<file path="src/rtl/ahb_lite_mem_slave_pkg.sv">
// Shared AHB-Lite encodings, responder FSM state type and byte-lane decode.
package ahb_pkg;

  localparam logic [1:0] HTRANS_IDLE   = 2'b00;
  localparam logic [1:0] HTRANS_BUSY   = 2'b01;
  localparam logic [1:0] HTRANS_NONSEQ = 2'b10;
  localparam logic [1:0] HTRANS_SEQ    = 2'b11;

  localparam logic [2:0] HSIZE_BYTE = 3'b000;
  localparam logic [2:0] HSIZE_HALF = 3'b001;
  localparam logic [2:0] HSIZE_WORD = 3'b010;

  localparam logic HRESP_OKAY  = 1'b0;
  localparam logic HRESP_ERROR = 1'b1;

  typedef enum logic [2:0] {
    ST_IDLE,
    ST_WAIT,
    ST_LAST,
    ST_ERR1,
    ST_ERR2
  } state_t;

  // Little-endian lane enables; lane 0 is bits 7:0.
  function automatic logic [3:0] byte_en(input logic [2:0] size, input logic [1:0] lane);
    case (size)
      HSIZE_BYTE: byte_en = 4'b0001 << lane;
      HSIZE_HALF: byte_en = lane[1] ? 4'b1100 : 4'b0011;
      default:    byte_en = 4'b1111;
    endcase
  endfunction

endpackage

</file>
<file path="src/rtl/ahb_lite_mem_slave_if.sv">
// AHB-Lite bus bundle between the interconnect/master side and one responder.
interface ahb_lite_mem_slave_if #(
  parameter int unsigned ADDR_W = 32
);
  logic              hsel;
  logic [ADDR_W-1:0] haddr;
  logic [1:0]        htrans;
  logic              hwrite;
  logic [2:0]        hsize;
  logic [2:0]        hburst;
  logic [31:0]       hwdata;
  logic              hready;
  logic              hreadyout;
  logic              hresp;
  logic [31:0]       hrdata;

  modport master (
    output hsel, haddr, htrans, hwrite, hsize, hburst, hwdata, hready,
    input  hreadyout, hresp, hrdata
  );

  modport slave (
    input  hsel, haddr, htrans, hwrite, hsize, hburst, hwdata, hready,
    output hreadyout, hresp, hrdata
  );
endinterface

</file>
<file path="src/rtl/ahb_lite_mem_slave_bytewr.sv">
// DEPTH x 32 word memory with per-byte write enables and an asynchronous read port.
module ahb_mem_bytewr #(
  parameter int unsigned DEPTH = 64,
  localparam int unsigned AW   = $clog2(DEPTH)
) (
  input  logic          clk,
  input  logic [3:0]    we,
  input  logic [AW-1:0] waddr,
  input  logic [31:0]   wdata,
  input  logic [AW-1:0] raddr,
  output logic [31:0]   rdata
);
  logic [31:0] mem [DEPTH];

  always_ff @(posedge clk) begin
    for (int unsigned i = 0; i < 4; i++) begin
      if (we[i]) mem[waddr][i*8 +: 8] <= wdata[i*8 +: 8];
    end
  end

  assign rdata = mem[raddr];
endmodule

</file>
<file path="src/rtl/ahb_lite_mem_slave.sv">
// AHB-Lite memory responder: wait-state FSM, address/control latch, error decode.
module ahb_lite_mem_slave
  import ahb_pkg::*;
#(
  parameter int unsigned ADDR_W     = 32,
  parameter int unsigned DEPTH      = 64,
  parameter int unsigned READ_WAIT  = 2,
  parameter int unsigned WRITE_WAIT = 0
) (
  input  logic                 hclk,
  input  logic                 hreset,
  ahb_lite_mem_slave_if.slave  bus
);
  localparam int unsigned     BYTE_AW    = $clog2(DEPTH * 4);
  localparam logic [ADDR_W-1:0] ADDR_LIMIT = ADDR_W'(DEPTH * 4);

  state_t             state, state_n;
  logic [2:0]         cnt, cnt_n, wait_n;
  logic [BYTE_AW-1:0] lat_addr;
  logic               lat_write;
  logic [3:0]         lat_be;
  logic [31:0]        hrdata_q, rdata_n, mem_rdata;
  logic               start, err, align_err;
  logic [3:0]         mem_we;
  logic               unused_hburst;

  assign unused_hburst = ^bus.hburst;

  assign start = bus.hsel && bus.hready && bus.htrans[1] &&
                 (state == ST_IDLE || state == ST_LAST || state == ST_ERR2);

  always_comb begin
    align_err = 1'b0;
    case (bus.hsize)
      HSIZE_BYTE: align_err = 1'b0;
      HSIZE_HALF: align_err = bus.haddr[0];
      HSIZE_WORD: align_err = |bus.haddr[1:0];
      default:    align_err = 1'b1;
    endcase
    err = align_err || (bus.haddr >= ADDR_LIMIT);
  end

  // LAST and ERR2 share IDLE's branch so a pipelined address phase re-enters without a bubble.
  always_comb begin
    state_n = state;
    cnt_n   = cnt;
    wait_n  = bus.hwrite ? 3'(WRITE_WAIT) : 3'(READ_WAIT);
    case (state)
      ST_WAIT: begin
        if (cnt <= 3'd1) begin
          state_n = ST_LAST;
          cnt_n   = '0;
        end else begin
          cnt_n = cnt - 3'd1;
        end
      end
      ST_ERR1: state_n = ST_ERR2;
      default: begin
        state_n = ST_IDLE;
        cnt_n   = '0;
        if (start) begin
          if (err)                 state_n = ST_ERR1;
          else if (wait_n == '0)   state_n = ST_LAST;
          else begin
            state_n = ST_WAIT;
            cnt_n   = wait_n;
          end
        end
      end
    endcase
  end

  always_comb begin
    rdata_n = hrdata_q;
    if (!lat_write) begin
      if (state == ST_LAST)                            rdata_n = mem_rdata;
      else if (state == ST_ERR1 || state == ST_ERR2)   rdata_n = '0;
    end
  end

  always_ff @(posedge hclk) begin
    if (hreset) begin
      state     <= ST_IDLE;
      cnt       <= '0;
      hrdata_q  <= '0;
      lat_addr  <= '0;
      lat_write <= 1'b0;
      lat_be    <= '0;
    end else begin
      state    <= state_n;
      cnt      <= cnt_n;
      hrdata_q <= rdata_n;
      if (start) begin
        lat_addr  <= bus.haddr[BYTE_AW-1:0];
        lat_write <= bus.hwrite;
        lat_be    <= byte_en(bus.hsize, bus.haddr[1:0]);
      end
    end
  end

  assign mem_we = (state == ST_LAST && lat_write && !hreset) ? lat_be : '0;

  ahb_mem_bytewr #(.DEPTH(DEPTH)) u_mem (
    .clk   (hclk),
    .we    (mem_we),
    .waddr (lat_addr[BYTE_AW-1:2]),
    .wdata (bus.hwdata),
    .raddr (lat_addr[BYTE_AW-1:2]),
    .rdata (mem_rdata)
  );

  assign bus.hreadyout = !(state == ST_WAIT || state == ST_ERR1);
  assign bus.hresp     = (state == ST_ERR1 || state == ST_ERR2) ? HRESP_ERROR : HRESP_OKAY;
  assign bus.hrdata    = rdata_n;
endmodule
</file>
<file path="src/flat_wrapper.sv">
// flat-port wrapper written by rule: the top's interface ports become plain ports
module ahb_lite_mem_slave_flat import ahb_pkg::*;
#(
  parameter int unsigned ADDR_W     = 32,
  parameter int unsigned DEPTH      = 64,
  parameter int unsigned READ_WAIT  = 2,
  parameter int unsigned WRITE_WAIT = 0
)
  (hclk, hreset, bus_hsel, bus_haddr, bus_htrans, bus_hwrite, bus_hsize, bus_hburst, bus_hwdata, bus_hready, bus_hreadyout, bus_hresp, bus_hrdata);
  ahb_lite_mem_slave_if #(.ADDR_W(ADDR_W)) bus_i ();
  input  logic hclk;
  input  logic hreset;
  input wire logic [$bits(bus_i.hsel)-1:0] bus_hsel;
  input wire logic [$bits(bus_i.haddr)-1:0] bus_haddr;
  input wire logic [$bits(bus_i.htrans)-1:0] bus_htrans;
  input wire logic [$bits(bus_i.hwrite)-1:0] bus_hwrite;
  input wire logic [$bits(bus_i.hsize)-1:0] bus_hsize;
  input wire logic [$bits(bus_i.hburst)-1:0] bus_hburst;
  input wire logic [$bits(bus_i.hwdata)-1:0] bus_hwdata;
  input wire logic [$bits(bus_i.hready)-1:0] bus_hready;
  output wire logic [$bits(bus_i.hreadyout)-1:0] bus_hreadyout;
  output wire logic [$bits(bus_i.hresp)-1:0] bus_hresp;
  output wire logic [$bits(bus_i.hrdata)-1:0] bus_hrdata;
  assign bus_i.hsel = bus_hsel;
  assign bus_i.haddr = bus_haddr;
  assign bus_i.htrans = bus_htrans;
  assign bus_i.hwrite = bus_hwrite;
  assign bus_i.hsize = bus_hsize;
  assign bus_i.hburst = bus_hburst;
  assign bus_i.hwdata = bus_hwdata;
  assign bus_i.hready = bus_hready;
  assign bus_hreadyout = bus_i.hreadyout;
  assign bus_hresp = bus_i.hresp;
  assign bus_hrdata = bus_i.hrdata;
  ahb_lite_mem_slave #(.ADDR_W(ADDR_W), .DEPTH(DEPTH), .READ_WAIT(READ_WAIT), .WRITE_WAIT(WRITE_WAIT)) u_core (.hclk(hclk), .hreset(hreset), .bus(bus_i));
endmodule
</file>
<file path="config.mk">
export PLATFORM = sky130hd
export DESIGN_NAME = ahb_lite_mem_slave_flat
export DESIGN_NICKNAME = d
export VERILOG_FILES = /design/src/rtl/ahb_lite_mem_slave_pkg.sv /design/src/rtl/ahb_lite_mem_slave_if.sv /design/src/rtl/ahb_lite_mem_slave_bytewr.sv /design/src/rtl/ahb_lite_mem_slave.sv /design/src/flat_wrapper.sv
export SDC_FILE = /design/constraint.sdc
export NUM_CORES = 2
export LEC_CHECK = 0
export CORE_MARGIN = 2
export CORE_UTILIZATION = 65
export CTS_BUF_LIST = sky130_fd_sc_hd__clkbuf_4
export DETAILED_ROUTE_END_ITERATION = 12
export PLACE_DENSITY_LB_ADDON = 0.05
export SKIP_LAST_GASP = 1
export SLEW_MARGIN = 20
export SYNTH_ARGS = -nofsm -noshare
export SYNTH_HDL_FRONTEND = slang
export SYNTH_HIERARCHICAL = 1
export SYNTH_SLANG_ARGS = --single-unit
</file>
<file path="constraint.sdc">
create_clock -name hclk -period 3.5 [get_ports hclk]
set_input_delay 0.7 -clock hclk [delete_from_list [all_inputs] [get_ports hclk]]
set_output_delay 0.7 -clock hclk [all_outputs]
set_load 0.01 [all_outputs]
</file>
==> impl_results.md <==
* Hold_sp: bus_haddr[2]
* Violated checks: negative setup slack
* Data required time at the worst endpoint at ~2800 ps
* Clock transition at the registers of the reported paths at 60 ps
* Final clock skew at roughly 110 ps
* Flip-flop cell with the highest count after synthesis: edfxtp_1
* Remaining Overflow, GRT at 0
* Final Hold Viols at 0
* Maximum VDD drop at approximately 420 µV
* Non-filler cells, final at approximately 7400
* Deepest clock path buffer count at 4
* Detailed Routing Iterations Pass 1 at 6
* Final clock period utilization by the worst path at 136.3%
* Headroom to the max-slew limit at roughly 21%
* Avg Inst Size Synth at around 20 µm²
* Synth area leaders: edfxtp_1 (74%), mux4_2 (9.1%), and2_1 (2.0%)
* Total of endpoints with negative setup slack in the final report at between 90 and 100
* Area of the core at 0.1272 mm²
* CTS H-tree lvls at 6
* Overall fraction of global-route tracks in use at between 30% and 40%
* Startpoint kind of the worst setup timing path: flop
* RSZ-0062 raised after global routing: true
* Sink count of the clock tree at around 2100
* Gate count after technology mapping at between 4000 and 5000
* Post-synth EDFFs at approximately 2000
* Highest attainable clock frequency at roughly 210 MHz
* Detailed-route wire length at 245100 µm
* Start point of the critical path: u_core/lat_addr[2]
* Die height at ~360 µm
* Count of max-cap constraint violations at 0
* Clock tree from TritonCTS: done
* Async set-reset flop share out of synthesis at 0%
* Ports at approximately 110
* Starting Density at between 60 and 70%
* Via count normalized by instance count at 6.626
* Worst-skew pair later-pin latency at between 1000 and 1500 ps
* Crit end category: output pin
* Count of distinct cell types in the synthesized netlist at 65
* Horizontal die dimension at ~360 µm
* Class of the tightest hold or removal check: primary input to flop
* Reg2reg setup slack at -300 ps
* Result of the run: finished, violations left
* Crit path setup slack, layout at -1271 ps
* Placer congestion estimate at roughly 1.0
* Largest net degree at the start of global routing at 65
* Ratio of cells with drive above 1 in the final layout at 41.92%
* Detailed Place HPWL at approximately 160000 µm
* Max FO, Critical Path at 6
* Cts bufs inserted at around 540
* Cell chosen for the clock root: clkbuf_4
* Yosys Warn Count at 6
* Via count at between 40000 and 50000
* Startpoint of the worst-slack reg-to-reg timing path: u_core/lat_addr[2]
* First-iteration detailed-routing DRC count at a little under 7000
* Minimum clock period after layout at around 4800 ps
* Crit path DAT at 4070 ps
* Net count of the finished layout at roughly 5400
* Number of placement rows at between 100 and 150
* Average wire per standard cell at between 30 and 40 µm
* Area overhead of the layout relative to synthesis at 21.70%
* Die area at approximately 0.13 mm²
* Total of buffers placed on input and output ports at 106
* Register area share after synthesis at 75.23%
* DRC violation count after routing at 0
* Post-route antenna net violation count at 0
* Worst-Margin Slew at roughly 1200 ps
* Number of synthesized register bits at between 2000 and 2500
* Cell count after placement at between 6000 and 7000
* Global-route wire length before repair at ~330000 µm
* Cell area after synthesis at just over 0.08 mm²
* Area share of the largest cell type after synthesis at about three quarters
* Antenna violations before repair at 23
* Slew Limit Fails at 0
* Final setup TNS at -45920 ps
* Reported leakage power at approximately 0.034 µW
* Vias in the first global route at 47310
* Power density over cell area at between 400 and 500 mW/mm²
* Most area-hungry cell type in the Yosys netlist: edfxtp_1
* Fill cell instance count of the final layout at approximately 6700
* Net count after synthesis at between 4000 and 5000
* Path type of the worst setup path: flop to output pin
-- sequential cells by signal (all words and copies together), names as in the netlist --
| signal | cells |
|---|---|
| u_core/u_mem/mem | 2048 |
| u_core/hrdata_q | 32 |
| u_core/lat_addr | 6 |
| u_core/lat_be | 4 |
| u_core/cnt | 3 |
| u_core/state | 3 |
| u_core/lat_write | 1 |
-- where the power goes --
group / internal [µW] / total (µW) / switching, µW
Clock: 10600 / 20000 / 9390
Combinational: 1040 / 2490 / 1450
Sequential: 27500 / 27600 / 14.1
-- kinds of logic (layout without fill, tap and decap cells) --
logic type,count (synthesis),count (layout),synth area share [%]
muxes,663,663,14.36
other,0,23,0
AOI/OAI and AO/OA,441,441,3.849
and+or+nand+nor,672,672,4.520
DFF,2097,2097,75.23
adders and majority gates,2,2,0.03013
buffers and inverters,260,1809,2.010
-- routing by layer --
metal	part of all wire, %	track usage [%]
met4	5.6	19.92
met3	11	9.227
met5	0.022	0
met1	35	49.53
met2	48	57.18
-- worst max-delay path: stages (launching register included) --
cell	delay [ps]
dfxtp_4	390
buf_12	140
buf_16	160
buf_12	120
buf_16	120
mux2i_2	230
o22ai_1	150
or4b_4	550
a22oi_2	160
buf_4	150
nor3_1	50
buf_4	150
a22o_1	220
buf_2	140
-- through the flow --
step / total power [µW] / setup WS, ps / util (%) / hold WS, ps / instance area, µm²
final: 50040 / -1271 / 79.46 / 87.10 / 101100
after global routing: 51720 / -1400 / 79.43 / 66.18 / 101000
after CTS: 50030 / -1726 / 76.91 / 4.514 / 97830
after detailed placement: 30200 / -477.6 / 71.25 / 478.0 / 90630
after global placement: 30160 / -482.9 / 71.23 / 480.5 / 90600
after floorplan: 28960 / 637.2 / - / 444.8 / 83050
-- Yosys cell counts, drive strengths merged, types with 14 or more instances --
cell type / number
a211oi: 32
a21oi: 62
a221oi: 17
a22o: 43
a22oi: 89
a31oi: 18
and2: 269
and3: 16
buf: 142
clkbuf: 113
dfxtp: 49
edfxtp: 2048
mux2: 117
mux2i: 152
mux4: 394
nand2: 106
nand2b: 14
nand3: 34
nor2: 96
nor2b: 52
nor3: 26
o221ai: 26
o22a: 16
o22ai: 94
-- path summary, 6_finish.rpt --
path,to,cells past startpoint
worst max-delay path,bus_hrdata[25],13
worst min-delay path,u_core/lat_addr[2],3
worst max register to register,u_core/u_mem/mem[56][9],9
worst min register to register,u_core/lat_be[1],2
-- repair_timing --
| action | 4_1_cts | 5_1_grt |
|---|---|---|
| hold buffers | 11 | 26 |
| setup buffers | 12 | 138 |
| gates resized for setup | 102 | 401 |
| endpoints found under the setup margin | 32 | 32 |
| cloned | 3 | 21 |
| pin swaps | 7 | 117 |
| endpoints found under the hold margin | 170 | 1036 |
-- cells in the final DEF (no fill, tap or decap), types with 46 or more instances in the layout --
cell      instances
edfxtp_1       2048
clkbuf_4        786
buf_4           588
mux4_2          355
and2_1          261
mux2i_1         133
buf_12          122
mux2_2          106
nand2_1          97
nor2_1           90
clkinv_1         66
o22ai_1          62
a22oi_1          56
nor2b_1          47
a21oi_1          46
-- area by class of cell --
cell class                 instances  area (µm²)  area share, %
multi-input combinational       1778       20410          20.19
timing repair buffer             918        9583          9.481
clock inverter                   100       523.0         0.5175
tap                             1662        2079          2.057
sequential                      2097       62500          61.83
antenna                           23       57.56        0.05695
inverter                           5       21.27        0.02105
clock buffer                     786        5901          5.838
(Power assumes the default switching activity.)
